$ cat config.mk
export PLATFORM = sky130hd
export DESIGN_NAME = rounded_shift_mult_pipe_flat
export DESIGN_NICKNAME = d
export VERILOG_FILES = /design/src/rtl/rounded_shift_mult_pipe_pkg.sv /design/src/rtl/rounded_shift_mult_pipe_if.sv /design/src/rtl/rounded_shift_mult_pipe_onehot_to_shamt.sv /design/src/rtl/rounded_shift_mult_pipe.sv /design/src/flat_wrapper.sv
export SDC_FILE = /design/constraint.sdc
export NUM_CORES = 1
export LEC_CHECK = 0
export ABC_AREA = 0
export CAP_MARGIN = 20
export CORE_UTILIZATION = 51
export DETAILED_ROUTE_END_ITERATION = 10
export HOLD_SLACK_MARGIN = 0.1
export PLACE_DENSITY = 0.81
export SYNTH_ARGS = -nofsm -noshare
export SYNTH_HDL_FRONTEND = slang
export SYNTH_HIERARCHICAL = 1
export SYNTH_SLANG_ARGS = --single-unit
$ cat constraint.sdc
create_clock -name clk -period 2.1 [get_ports clk]
set_input_delay 0.525 -clock clk [delete_from_list [all_inputs] [get_ports clk]]
set_output_delay 0.525 -clock clk [all_outputs]
set_load 0.005 [all_outputs]
$ cat src/rtl/rounded_shift_mult_pipe_pkg.sv
// Shared constants for the power-of-two rounded multiplier datapath.
// Holds the default operand widths and the derived shift and product widths.
package rounded_shift_mult_pipe_pkg;

   localparam int unsigned WIDTH_DEF      = 16;
   localparam int unsigned LOG2_WIDTH_DEF = 4;
   localparam int unsigned SH_W           = LOG2_WIDTH_DEF + 1;
   localparam int unsigned P_W            = 2 * WIDTH_DEF;

endpackage

$ cat src/rtl/rounded_shift_mult_pipe_if.sv
// Valid/ready bundle between the operand-rounding stage, the shift multiplier and the accumulator.
// The producer/consumer side uses master; the multiplier uses slave.
interface rounded_shift_mult_pipe_if
   import rounded_shift_mult_pipe_pkg::*;
#(
   parameter int unsigned WIDTH = WIDTH_DEF
);

   logic               in_valid;
   logic               in_ready;
   logic [WIDTH:0]     A_r;
   logic [WIDTH-1:0]   B;
   logic               out_valid;
   logic               out_ready;
   logic [2*WIDTH-1:0] P;
   logic               err;

   modport master (
      output in_valid, A_r, B, out_ready,
      input  in_ready, out_valid, P, err
   );

   modport slave (
      input  in_valid, A_r, B, out_ready,
      output in_ready, out_valid, P, err
   );

endinterface

$ cat src/rtl/rounded_shift_mult_pipe_onehot_to_shamt.sv
// Combinational priority encoder: index of the highest set bit plus an all-zero flag.
// A non-one-hot input resolves to its highest set bit.
module rounded_shift_mult_pipe_onehot_to_shamt
   import rounded_shift_mult_pipe_pkg::*;
#(
   parameter int unsigned IN_W  = WIDTH_DEF + 1,
   parameter int unsigned OUT_W = SH_W
) (
   input  logic [IN_W-1:0]  onehot_i,
   output logic [OUT_W-1:0] shamt_o,
   output logic             zero_o
);

   // Ascending scan so the highest set bit wins.
   always_comb begin
      shamt_o = '0;
      for (int i = 0; i < int'(IN_W); i++) begin
         if (onehot_i[i]) begin
            shamt_o = OUT_W'(i);
         end
      end
   end

   assign zero_o = ~|onehot_i;

endmodule

$ cat src/rtl/rounded_shift_mult_pipe.sv
// Two-stage valid/ready approximate multiplier: P = B << log2(A_r), with A_r a rounded power of two.
// Define ROUNDED_MULT_ONEHOT_CHECK_EN to flag A_r values that are neither one-hot nor zero on err.
module rounded_shift_mult_pipe
   import rounded_shift_mult_pipe_pkg::*;
#(
   parameter int unsigned WIDTH      = WIDTH_DEF,
   parameter int unsigned LOG2_WIDTH = LOG2_WIDTH_DEF
) (
   input  logic                     clk,
   input  logic                     rst,
   rounded_shift_mult_pipe_if.slave bus
);

   localparam int unsigned SH_BITS = LOG2_WIDTH + 1;
   localparam int unsigned P_BITS  = 2 * WIDTH;

   logic               vld_p1_q, vld_p1_d;
   logic               vld_p2_q, vld_p2_d;
   logic               adv_p1, adv_p2, acc_p0;
   logic [SH_BITS-1:0] sh_p0;
   logic               z_p0;
   logic [WIDTH-1:0]   b_p1_q;
   logic [SH_BITS-1:0] sh_p1_q;
   logic               z_p1_q;
   logic [P_BITS-1:0]  p_p2_q, p_p2_d;

   // Ready propagates combinationally from out_ready; there is no skid buffer.
   assign adv_p2       = !vld_p2_q || bus.out_ready;
   assign adv_p1       = !vld_p1_q || adv_p2;
   assign acc_p0       = bus.in_valid && adv_p1;
   assign bus.in_ready = adv_p1;

   // ---- stage 0 -> 1: encode A_r into a shift amount ----
   rounded_shift_mult_pipe_onehot_to_shamt #(
      .IN_W  (WIDTH + 1),
      .OUT_W (SH_BITS)
   ) u_enc (
      .onehot_i (bus.A_r),
      .shamt_o  (sh_p0),
      .zero_o   (z_p0)
   );

   always_comb begin
      vld_p1_d = vld_p1_q;
      vld_p2_d = vld_p2_q;
      if (adv_p1) vld_p1_d = bus.in_valid;
      if (adv_p2) vld_p2_d = vld_p1_q;
      p_p2_d = z_p1_q ? '0 : (P_BITS'(b_p1_q) << sh_p1_q);
   end

   always_ff @(posedge clk) begin
      if (rst) begin
         vld_p1_q <= 1'b0;
         vld_p2_q <= 1'b0;
      end else begin
         vld_p1_q <= vld_p1_d;
         vld_p2_q <= vld_p2_d;
      end
   end

   always_ff @(posedge clk) begin
      if (acc_p0) begin
         b_p1_q  <= bus.B;
         sh_p1_q <= sh_p0;
         z_p1_q  <= z_p0;
      end
   end

   // ---- stage 1 -> 2: shift; P only moves when real data arrives ----
   always_ff @(posedge clk) begin
      if (rst) begin
         p_p2_q <= '0;
      end else if (adv_p2 && vld_p1_q) begin
         p_p2_q <= p_p2_d;
      end
   end

   assign bus.out_valid = vld_p2_q;
   assign bus.P         = p_p2_q;

`ifdef ROUNDED_MULT_ONEHOT_CHECK_EN
   logic bad_p0, bad_p1_q, bad_p2_q;

   assign bad_p0 = |(bus.A_r & (bus.A_r - (WIDTH + 1)'(1)));

   always_ff @(posedge clk) begin
      if (acc_p0) begin
         bad_p1_q <= bad_p0;
      end
   end

   always_ff @(posedge clk) begin
      if (rst) begin
         bad_p2_q <= 1'b0;
      end else if (adv_p2 && vld_p1_q) begin
         bad_p2_q <= bad_p1_q;
      end
   end

   assign bus.err = bad_p2_q;
`else
   assign bus.err = 1'b0;
`endif

endmodule
$ cat src/flat_wrapper.sv
// flat-port wrapper written by rule: the top's interface ports become plain ports
module rounded_shift_mult_pipe_flat import rounded_shift_mult_pipe_pkg::*;
#(
   parameter int unsigned WIDTH      = WIDTH_DEF,
   parameter int unsigned LOG2_WIDTH = LOG2_WIDTH_DEF
)
  (clk, rst, bus_in_valid, bus_A_r, bus_B, bus_out_ready, bus_in_ready, bus_out_valid, bus_P, bus_err);
  rounded_shift_mult_pipe_if #(.WIDTH(WIDTH)) bus_i ();
  input  logic clk;
  input  logic rst;
  input wire logic [$bits(bus_i.in_valid)-1:0] bus_in_valid;
  input wire logic [$bits(bus_i.A_r)-1:0] bus_A_r;
  input wire logic [$bits(bus_i.B)-1:0] bus_B;
  input wire logic [$bits(bus_i.out_ready)-1:0] bus_out_ready;
  output wire logic [$bits(bus_i.in_ready)-1:0] bus_in_ready;
  output wire logic [$bits(bus_i.out_valid)-1:0] bus_out_valid;
  output wire logic [$bits(bus_i.P)-1:0] bus_P;
  output wire logic [$bits(bus_i.err)-1:0] bus_err;
  assign bus_i.in_valid = bus_in_valid;
  assign bus_i.A_r = bus_A_r;
  assign bus_i.B = bus_B;
  assign bus_i.out_ready = bus_out_ready;
  assign bus_in_ready = bus_i.in_ready;
  assign bus_out_valid = bus_i.out_valid;
  assign bus_P = bus_i.P;
  assign bus_err = bus_i.err;
  rounded_shift_mult_pipe #(.WIDTH(WIDTH), .LOG2_WIDTH(LOG2_WIDTH)) u_core (.clk(clk), .rst(rst), .bus(bus_i));
endmodule
# Yosys cells after proc, flatten, opt, wreduce, memory -nomap -nowiden
# Index checks and enable logic that the tools add are counted.
word_totals:
  wordCells: 31
  reg_bits: 56
classes:
  mux: 16
  n_shift: 1
  reduce_logical: 8
op_table:
  columns: ["op", "n"]
  rows:
  - ["5-bit 2-to-1 mux", 14]
  - ["32-bit 2-to-1 mux", 1]
  - ["16-bit by 5-bit left shift with 32-bit output", 1]
  - ["17-bit OR reduction", 1]
  - ["1-bit logical NOT", 3]
  - ["1-bit logical AND", 2]
  - ["1-bit logical OR", 2]
  - ["1-bit 2-to-1 mux", 1]

# Depth between registers and ports, before layout
# Gate-level depths: netlist of run 1.
logic_depth:
  ltp_word: 15
  mapped_depth: 8

# By module
# The synthesis of run 1 kept the hierarchy.
by_module_without_submodules:
  columns: ["mod", "area_each_um2", "cells_each", "instances", "seq_area_each_um2"]
  rows:
  - ["rounded_shift_mult_pipe", 3055.4, 302, 1, 1341.3]
  - ["rounded_shift_mult_pipe_onehot_to_shamt", 201.4, 33, 1, 0.0]

# Worst setup path after synthesis of run 1
# OpenSTA, ideal clock, no wires.
synth_path:
  kind: "register to register"
  startpoint: "register u_core.sh_p1_q[1]"
  endpoint: "register u_core.p_p2_q[25], in the netlist u_core/bus.P[25]"
  setup_time_ns: 0.122
  stages_incl_launch_ff: 8
  setup_slack_ns: 0.271
  required_time_ns: 1.978
  t_arrival_ns: 1.707
  n_path_buf: 2
  path_cell_list: "edfxtp_1 -> buf_6 -> buf_4 -> mux2i_1 -> mux2i_1 -> mux2_2 -> o21a_1 -> a221o_1"
synth_between:
  elab_chain_len: 2
synth_lines:
  columns: ["item", "line", "text"]
  rows:
  - ["start, declared", "rounded_shift_mult_pipe.sv:23", "logic [SH_BITS-1:0] sh_p1_q;"]
  - ["start signal, assigned", "rounded_shift_mult_pipe.sv:64", "sh_p1_q <= sh_p0;"]
  - ["16-bit by 5-bit left shift with 32-bit output", "rounded_shift_mult_pipe.sv:48", "p_p2_d = z_p1_q ? '0 : (P_BITS'(b_p1_q) << sh_p1_q);"]
  - ["32-bit 2-to-1 mux", "rounded_shift_mult_pipe.sv:48", null]
  - ["end signal, assigned", "rounded_shift_mult_pipe.sv:74", "p_p2_q <= p_p2_d;"]
  - ["end, declared", "rounded_shift_mult_pipe.sv:25", "logic [P_BITS-1:0] p_p2_q, p_p2_d;"]
# No other way between the ends.
# A chain may end at the register's enable or synchronous reset.

# Worst setup path in the final report of run 1
# Ends and elaborated chain as after synthesis.

==> results of run 1 <==
## Yosys cell counts (all sizes together) (3+ instances only)
cell / n / area (µm²)
or3: 4 / 25.0
nand2: 48 / 180
a221o: 3 / 30.0
dfxtp: 34 / 681
o211ai: 7 / 52.6
a22o: 7 / 61.3
nor3: 8 / 45.0
nor2b: 5 / 31.3
nand3: 10 / 50.1
o21ai: 15 / 75.1
nand2b: 8 / 50.1
mux4: 12 / 270
a21oi: 26 / 130
nor2: 26 / 97.6
a32o: 5 / 50.1
mux2: 8 / 90.1
o22ai: 4 / 25.0
clkbuf: 14 / 52.6
mux2i: 20 / 200
buf: 11 / 85.1
o21a: 4 / 30.0
inv: 5 / 18.8
edfxtp: 22 / 661
## cell usage in the layout (no fill, tap or decap), types with 5 or more instances in the layout
master | synthesis | layout
nor3_1 | 7 | 7
inv_1 | 5 | 5
o211ai_1 | 7 | 7
a21oi_1 | 26 | 26
mux2i_1 | 20 | 18
o21ai_0 | 15 | 15
nand2b_1 | 8 | 8
a22o_1 | 7 | 7
nor2_1 | 26 | 26
nand2_1 | 48 | 48
clkdlybuf4s50_1 | 0 | 69
dfxtp_1 | 34 | 34
edfxtp_1 | 22 | 22
nand3_1 | 10 | 10
clkbuf_8 | 0 | 6
buf_4 | 5 | 23
mux2_2 | 8 | 8
a32o_1 | 5 | 5
mux4_2 | 12 | 12
## worst min-delay path, delay by kind of cell, from the launching register on
kind             cells  cell delay [ns]
DFF                  1             0.32
and+or+nand+nor      2             0.09
## per-layer routing
layer | wire [µm] | global-route usage [%] | part of all wire [%]
met4 | 208 | 10.7 | 2.6
met2 | 3840 | 41.4 | 48
met3 | 457 | 4.78 | 5.7
met5 | 0 | 0 | 0
met1 | 3460 | 32.4 | 43
## timing repair
action | in CTS | in global routing
setup endpoints to repair | 1 | 7
resized for setup | 2 | 3
pin swaps | 0 | 0
## power by group through the flow
stage	clock network [mW]	registers [mW]	logic [mW]
floorplan	0	1.23	0.345
global placement	0	1.24	0.567
detailed placement	0	1.24	0.578
CTS	0.611	1.22	0.581
global route	0.668	1.22	0.635
finish	0.604	1.22	0.588
## per-stage QoR
stage	power [mW]	hold WS (ns)
after floorplan	1.57	0.439
after global placement	1.81	0.433
after detailed placement	1.82	0.439
after CTS	2.41	0.455
after global routing	2.53	0.478
final	2.41	0.451
## sequential cells by signal, indices dropped and copies added, names as in the netlist
| signal | cells |
|---|---|
| u_core/sh_p1_q | 5 |
| u_core/vld_p1_q | 1 |
| u_core/bus.out_valid | 1 |
| u_core/bus.P | 32 |
| u_core/z_p1_q | 1 |
| u_core/b_p1_q | 16 |
## worst min path at each step
| stage | from | endpoint | slack (ns) | cells after the start |
|---|---|---|---|---|
| 2_1_floorplan | u_core/bus.P[11]$_SDFFE_PP0P_ | u_core/bus.P[11]$_SDFFE_PP0P_ | 0.44 | 2 |
| 3_3_place_gp | u_core/bus.P[11]$_SDFFE_PP0P_ | u_core/bus.P[11]$_SDFFE_PP0P_ | 0.43 | 2 |
| 3_5_place_dp | u_core/bus.P[27]$_SDFFE_PP0P_ | u_core/bus.P[27]$_SDFFE_PP0P_ | 0.44 | 2 |
| 4_1_cts | u_core/bus.P[11]$_SDFFE_PP0P_ | u_core/bus.P[11]$_SDFFE_PP0P_ | 0.45 | 2 |
| 5_1_grt | u_core/bus.P[5]$_SDFFE_PP0P_ | u_core/bus.P[5]$_SDFFE_PP0P_ | 0.48 | 2 |
| 6_report | u_core/bus.P[11]$_SDFFE_PP0P_ | u_core/bus.P[11]$_SDFFE_PP0P_ | 0.45 | 2 |
## logic make-up (layout without fill, tap and decap cells)
kind of cell | count (synthesis) | in the layout | synth area share [%]
compound gates | 85 | 85 | 17.9
buf+inv | 31 | 111 | 4.92
flops | 56 | 56 | 41.2
mux | 40 | 40 | 17.2
other cells | 1 | 1 | 0.115
simple gates | 122 | 122 | 18.7
## area by class of cell
cell class,instances,area share (%)
Clock buffer,6,1.94
Clock inverter,2,0.235
Inverter,6,0.529
Multi-Input combinational cell,248,41.5
Sequential cell,56,31.5
Tap cell,75,2.20
Timing Repair Buffer,97,22.2
==> results.py, run 1 <==
metrics = {
    "worst_setup_path": {
        "cp.buffers_inverters": 2,
        "cp-startpoint": "u_core/sh_p1_q[1]$_DFFE_PP_",
        "max_stage_delay_ns": 0.35,
        "crit_path_start_kind": "flop",
        "path_class": "reg2reg",
        "path_depth": 7,
        "required_ns": 2.30,
        "rr_startpoint": "u_core/sh_p1_q[1]$_DFFE_PP_",
        "reg2reg_depth": 7,
        "reg2reg_setup_slack_ns": 0.08,
        "end_kind": "flop",
        "reg2reg_to": "u_core/bus.P[25]$_SDFFE_PP0P_",
        "critical_path_arrival_ns": 2.23,
        "path_cells": "buf_6, buf_4, mux2i_2, mux2i_1, mux2_2, o21a_1, a221o_1",
        "critical-path-slowest-cell": "edfxtp_1",
        "critPathMaxFanout": 14,
        "endpoint": "u_core/bus.P[25]$_SDFFE_PP0P_",
        "path_delay_family": "multiplexers",
    },
    "worst_hold_path": {
        "hold_class": "reg2reg",
    },
    "clock_network": {
        "postCtsHoldBufs": 0,
        "cts_buffer_depth": 2,
        "post_cts_buffers": 0,
        "cts-root-buf": "clkbuf_8",
        "clock_latency_ns": 0.31,
        "clock-sinks": 56,
        "path_clk_slew_ns": 0.10,
        "cts_tree": "yes",
        "cts_buffers": 5,
        "cts_htree_levels": 2,
    },
    "yosys": {
        "netlist_area_um2": 3260,
        "synth-edff-count": 22,
        "ys_seq_elements": 56,
        "yosys_warnings": 6,
        "post_synth.cell_area_avg_um2": 9.72,
        "async_flop_share_pct": 0,
        "ys_types": 48,
        "syn_nets": 372,
        "seq_area_frac_synth_pct": 41.2,
        "synth_ff_type": "dfxtp_1",
        "syn_inst": 335,
    },
    "die": {
        "die_w_um": 81.9,
        "rows": 28,
        "fp.dieArea_um2": 6710,
        "fp.dieH_um": 81.9,
        "ios": 72,
        "coreArea_um2": 6030,
        "initial_utilization_pct": 54.0,
    },
    "power": {
        "p_leak_nw": 1.53,
        "ir_drop_mv": 0.390,
        "power_frac_clock_pct": 25.1,
        "switching_share_pct": 27.8,
        "power_frac_seq_pct": 50.5,
        "power_density_nw_per_um2": 566,
        "power_switching_mw": 0.670,
        "p_comb_share_pct": 24.4,
        "p_int_mw": 1.74,
    },
    "grt": {
        "overflow": 0,
        "grt_pass1_wl_mm": 12.8,
        "antenna_found_initial": 0,
        "grt_max_degree": 24,
        "gr-usage-all-layers_pct": 25.2,
        "grt_pass1_vias": 2682,
    },
    "routing": {
        "initialDrtViolationCount": 177,
        "ant_nets": 0,
        "dr.pass1.iters": 6,
        "vias": 2913,
        "avgViaCountPerCell": 5.94,
        "drc_errors": 0,
        "wirelength_mm": 7.97,
        "wl_per_cell_um": 16.3,
    },
    "sta": {
        "setup_violations": 0,
        "slew_headroom_pct": 42.8,
        "fin_crit_ns": 2.02,
        "period_share_pct": 96.2,
        "fin_worst_skew_ns": 0.0110,
        "slew_viol_final": 0,
        "fin_ws_ns": 0.0788,
        "hold_viol": 0,
        "fmax_mhz": 495,
        "fin_setup_tns_ns": 0,
        "tightestPinTransition_ns": 0.855,
    },
    "flow_run": {
        "cap_violations": 0,
    },
    "final_layout": {
        "fin_area_um2": 4260,
        "fin_nets": 451,
        "stdcell_count": 490,
        "utilization_pct": 70.7,
        "register_area_um2": 1340,
        "antennaDiodeCount": 0,
        "synthToLayoutAreaGrowth_pct": 30.8,
        "multi_input_area_um2": 1770,
        "drive_gt1_share_pct": 15.9,
        "fillers": 470,
    },
    "place": {
        "hpwl_mm": 6.27,
        "gp_congestion": 0.879,
        "dp.cells": 482,
        "io_buffers": 70,
        "place_ws_ns": -0.164,
        "placed_cell_area_um2": 4150,
    },
    "run_status": {
        "outcome": "complete, no violations",
    },
}
Note: power is estimated with default switching activity, not from simulation.
==> run 2, diff against run 1 <==
ABC_CLOCK_PERIOD_IN_PS = 2100   (was default)
CORE_UTILIZATION = 45   (was 51)
PLACE_DENSITY = 0.72   (was 0.81)
==> run 2 against run 1 <==
Effect of this change:
- non-clock buffer count is 4 higher
- sequential share of layout area is 0.44 points lower
- power is 1.8% higher
- critical endpoint unchanged
- largest cell class unchanged
- largest power group unchanged
==> results.py, run 2 (synthesized netlist as in run 1, its figures left out) <==
metrics = {
    "grt": {
        "antenna_found_initial": 0,
        "grt_pass1_vias": 2729,
        "overflow": 0,
        "gr-usage-all-layers_pct": 22.2,
        "grt_max_degree": 24,
        "grt_pass1_wl_mm": 13.1,
    },
    "worst_setup_path": {
        "path_class": "reg2reg",
        "required_ns": 2.30,
        "reg2reg_to": "u_core/bus.P[25]$_SDFFE_PP0P_",
        "endpoint": "u_core/bus.P[25]$_SDFFE_PP0P_",
        "max_stage_delay_ns": 0.44,
        "reg2reg_setup_slack_ns": 0.13,
        "crit_path_start_kind": "flop",
        "reg2reg_depth": 6,
        "critPathMaxFanout": 12,
        "path_cells": "buf_12, mux2i_2, mux2i_1, mux2_2, o21a_1, a221o_1",
        "cp-startpoint": "u_core/sh_p1_q[1]$_DFFE_PP_",
        "critical_path_arrival_ns": 2.17,
        "critical-path-slowest-cell": "edfxtp_1",
        "end_kind": "flop",
        "rr_startpoint": "u_core/sh_p1_q[1]$_DFFE_PP_",
    },
    "routing": {
        "wirelength_mm": 7.88,
        "avgViaCountPerCell": 5.57,
        "dr.pass1.iters": 4,
        "ant_nets": 0,
        "drc_errors": 0,
        "initialDrtViolationCount": 200,
        "wl_per_cell_um": 15.3,
        "vias": 2869,
    },
    "die": {
        "fp.dieH_um": 87.1,
        "ios": 72,
        "coreArea_um2": 6910,
        "fp.dieArea_um2": 7580,
        "initial_utilization_pct": 47.2,
        "die_w_um": 87.1,
        "rows": 30,
    },
    "sta": {
        "fmax_mhz": 508,
        "fin_crit_ns": 1.97,
        "fin_worst_skew_ns": 0.0100,
        "slew_viol_final": 0,
        "tightestPinTransition_ns": 0.548,
        "setup_violations": 0,
        "rsz0062_at_grt": "false",
        "fin_ws_ns": 0.132,
        "fin_setup_tns_ns": 0,
        "slew_headroom_pct": 63.5,
        "period_share_pct": 93.7,
        "hold_viol": 0,
    },
    "final_layout": {
        "fillers": 609,
        "fin_area_um2": 4320,
        "layout_common_cells": "clkdlybuf4s50_1 (69), nand2_1 (48), dfxtp_1 (34)",
        "layout_commonest_cell": "clkdlybuf4s50_1",
        "synthToLayoutAreaGrowth_pct": 32.6,
        "largest_register_ffs": 32,
        "antennaDiodeCount": 0,
        "drive_gt1_share_pct": 16.2,
        "fin_nets": 455,
    },
    "place": {
        "placed_cell_area_um2": 4200,
        "io_buffers": 70,
        "place_ws_ns": -0.0633,
        "gp_congestion": 0.900,
        "hpwl_mm": 6.36,
    },
    "clock_network": {
        "path_clk_slew_ns": 0.10,
        "cts_buffer_depth": 2,
        "postCtsHoldBufs": 0,
        "cts-root-buf": "clkbuf_8",
        "cts_tree": "yes",
        "cts_buffers": 5,
        "clock_latency_ns": 0.31,
        "clock-sinks": 56,
        "cts_htree_levels": 2,
    },
    "worst_hold_path": {
        "hold_class": "reg2reg",
    },
    "run_status": {
        "outcome": "complete, no violations",
    },
    "power": {
        "ir_drop_mv": 0.327,
        "p_leak_nw": 1.55,
        "power_density_nw_per_um2": 568,
    },
    "flow_run": {
        "cap_violations": 0,
    },
}
==> run 2: final cells by class <==
type / count / area, µm² / share of cell area [%]
Clock buffer: 7 / 97.6 / 2.26
Clock inverter: 1 / 5.00 / 0.116
Inverter: 6 / 22.5 / 0.521
Multi-Input combinational cell: 248 / 1760 / 40.8
Sequential cell: 56 / 1340 / 31.1
Tap cell: 96 / 120 / 2.78
Timing Repair Buffer: 101 / 970 / 22.5
==> run 2: through the flow <==
stage | cells | utilization [%] | total power [mW] | hold slack, ns
finish | 515 | 62.5 | 2.45 | 0.444
global route | 515 | 62.5 | 2.57 | 0.470
CTS | 515 | 62.4 | 2.46 | 0.450
detailed placement | 506 | 60.9 | 1.83 | 0.435
global placement | 506 | 60.9 | 1.81 | 0.430
floorplan | 335 | - | 1.57 | 0.439
==> run 2: what timing repair did <==
action,4_1_cts,5_1_grt
setup endpoints to repair,1,4
hold endpoints to repair,0,0
pin swaps,0,1
gates resized for setup,1,2
buffers inserted,1,0
==> run 2: worst min path at each step <==
| stage | start | to | slack [ns] | cells after the start |
|---|---|---|---|---|
| 6_report | u_core/bus.P[11]$_SDFFE_PP0P_ | u_core/bus.P[11]$_SDFFE_PP0P_ | 0.44 | 2 |
| 5_1_grt | u_core/bus.P[11]$_SDFFE_PP0P_ | u_core/bus.P[11]$_SDFFE_PP0P_ | 0.47 | 2 |
| 4_1_cts | u_core/bus.P[11]$_SDFFE_PP0P_ | u_core/bus.P[11]$_SDFFE_PP0P_ | 0.45 | 2 |
| 3_5_place_dp | u_core/bus.P[11]$_SDFFE_PP0P_ | u_core/bus.P[11]$_SDFFE_PP0P_ | 0.43 | 2 |
| 3_3_place_gp | u_core/bus.P[11]$_SDFFE_PP0P_ | u_core/bus.P[11]$_SDFFE_PP0P_ | 0.43 | 2 |
| 2_1_floorplan | u_core/bus.P[11]$_SDFFE_PP0P_ | u_core/bus.P[11]$_SDFFE_PP0P_ | 0.44 | 2 |
==> run 2: power breakdown <==
part	switching, mW	internal, mW
clock network	0.331	0.307
registers	0.0437	1.18
logic	0.289	0.306
==> run 2: layer usage <==
layer	vias up	share of wire (%)	global-route usage [%]
li1	1411	-	-
met3	17	4.8	3.13
met1	1336	43	29.0
met4	0	2.4	8.03
met2	105	49	37.5
met5	-	0	0
==> run 2: critical path, delay by kind of cell, from the launching register on <==
| family | cells | cell delay (ns) |
|---|---|---|
| mux | 3 | 0.76 |
| compound gates | 2 | 0.49 |
| flops | 1 | 0.44 |
| buf+inv | 1 | 0.18 |
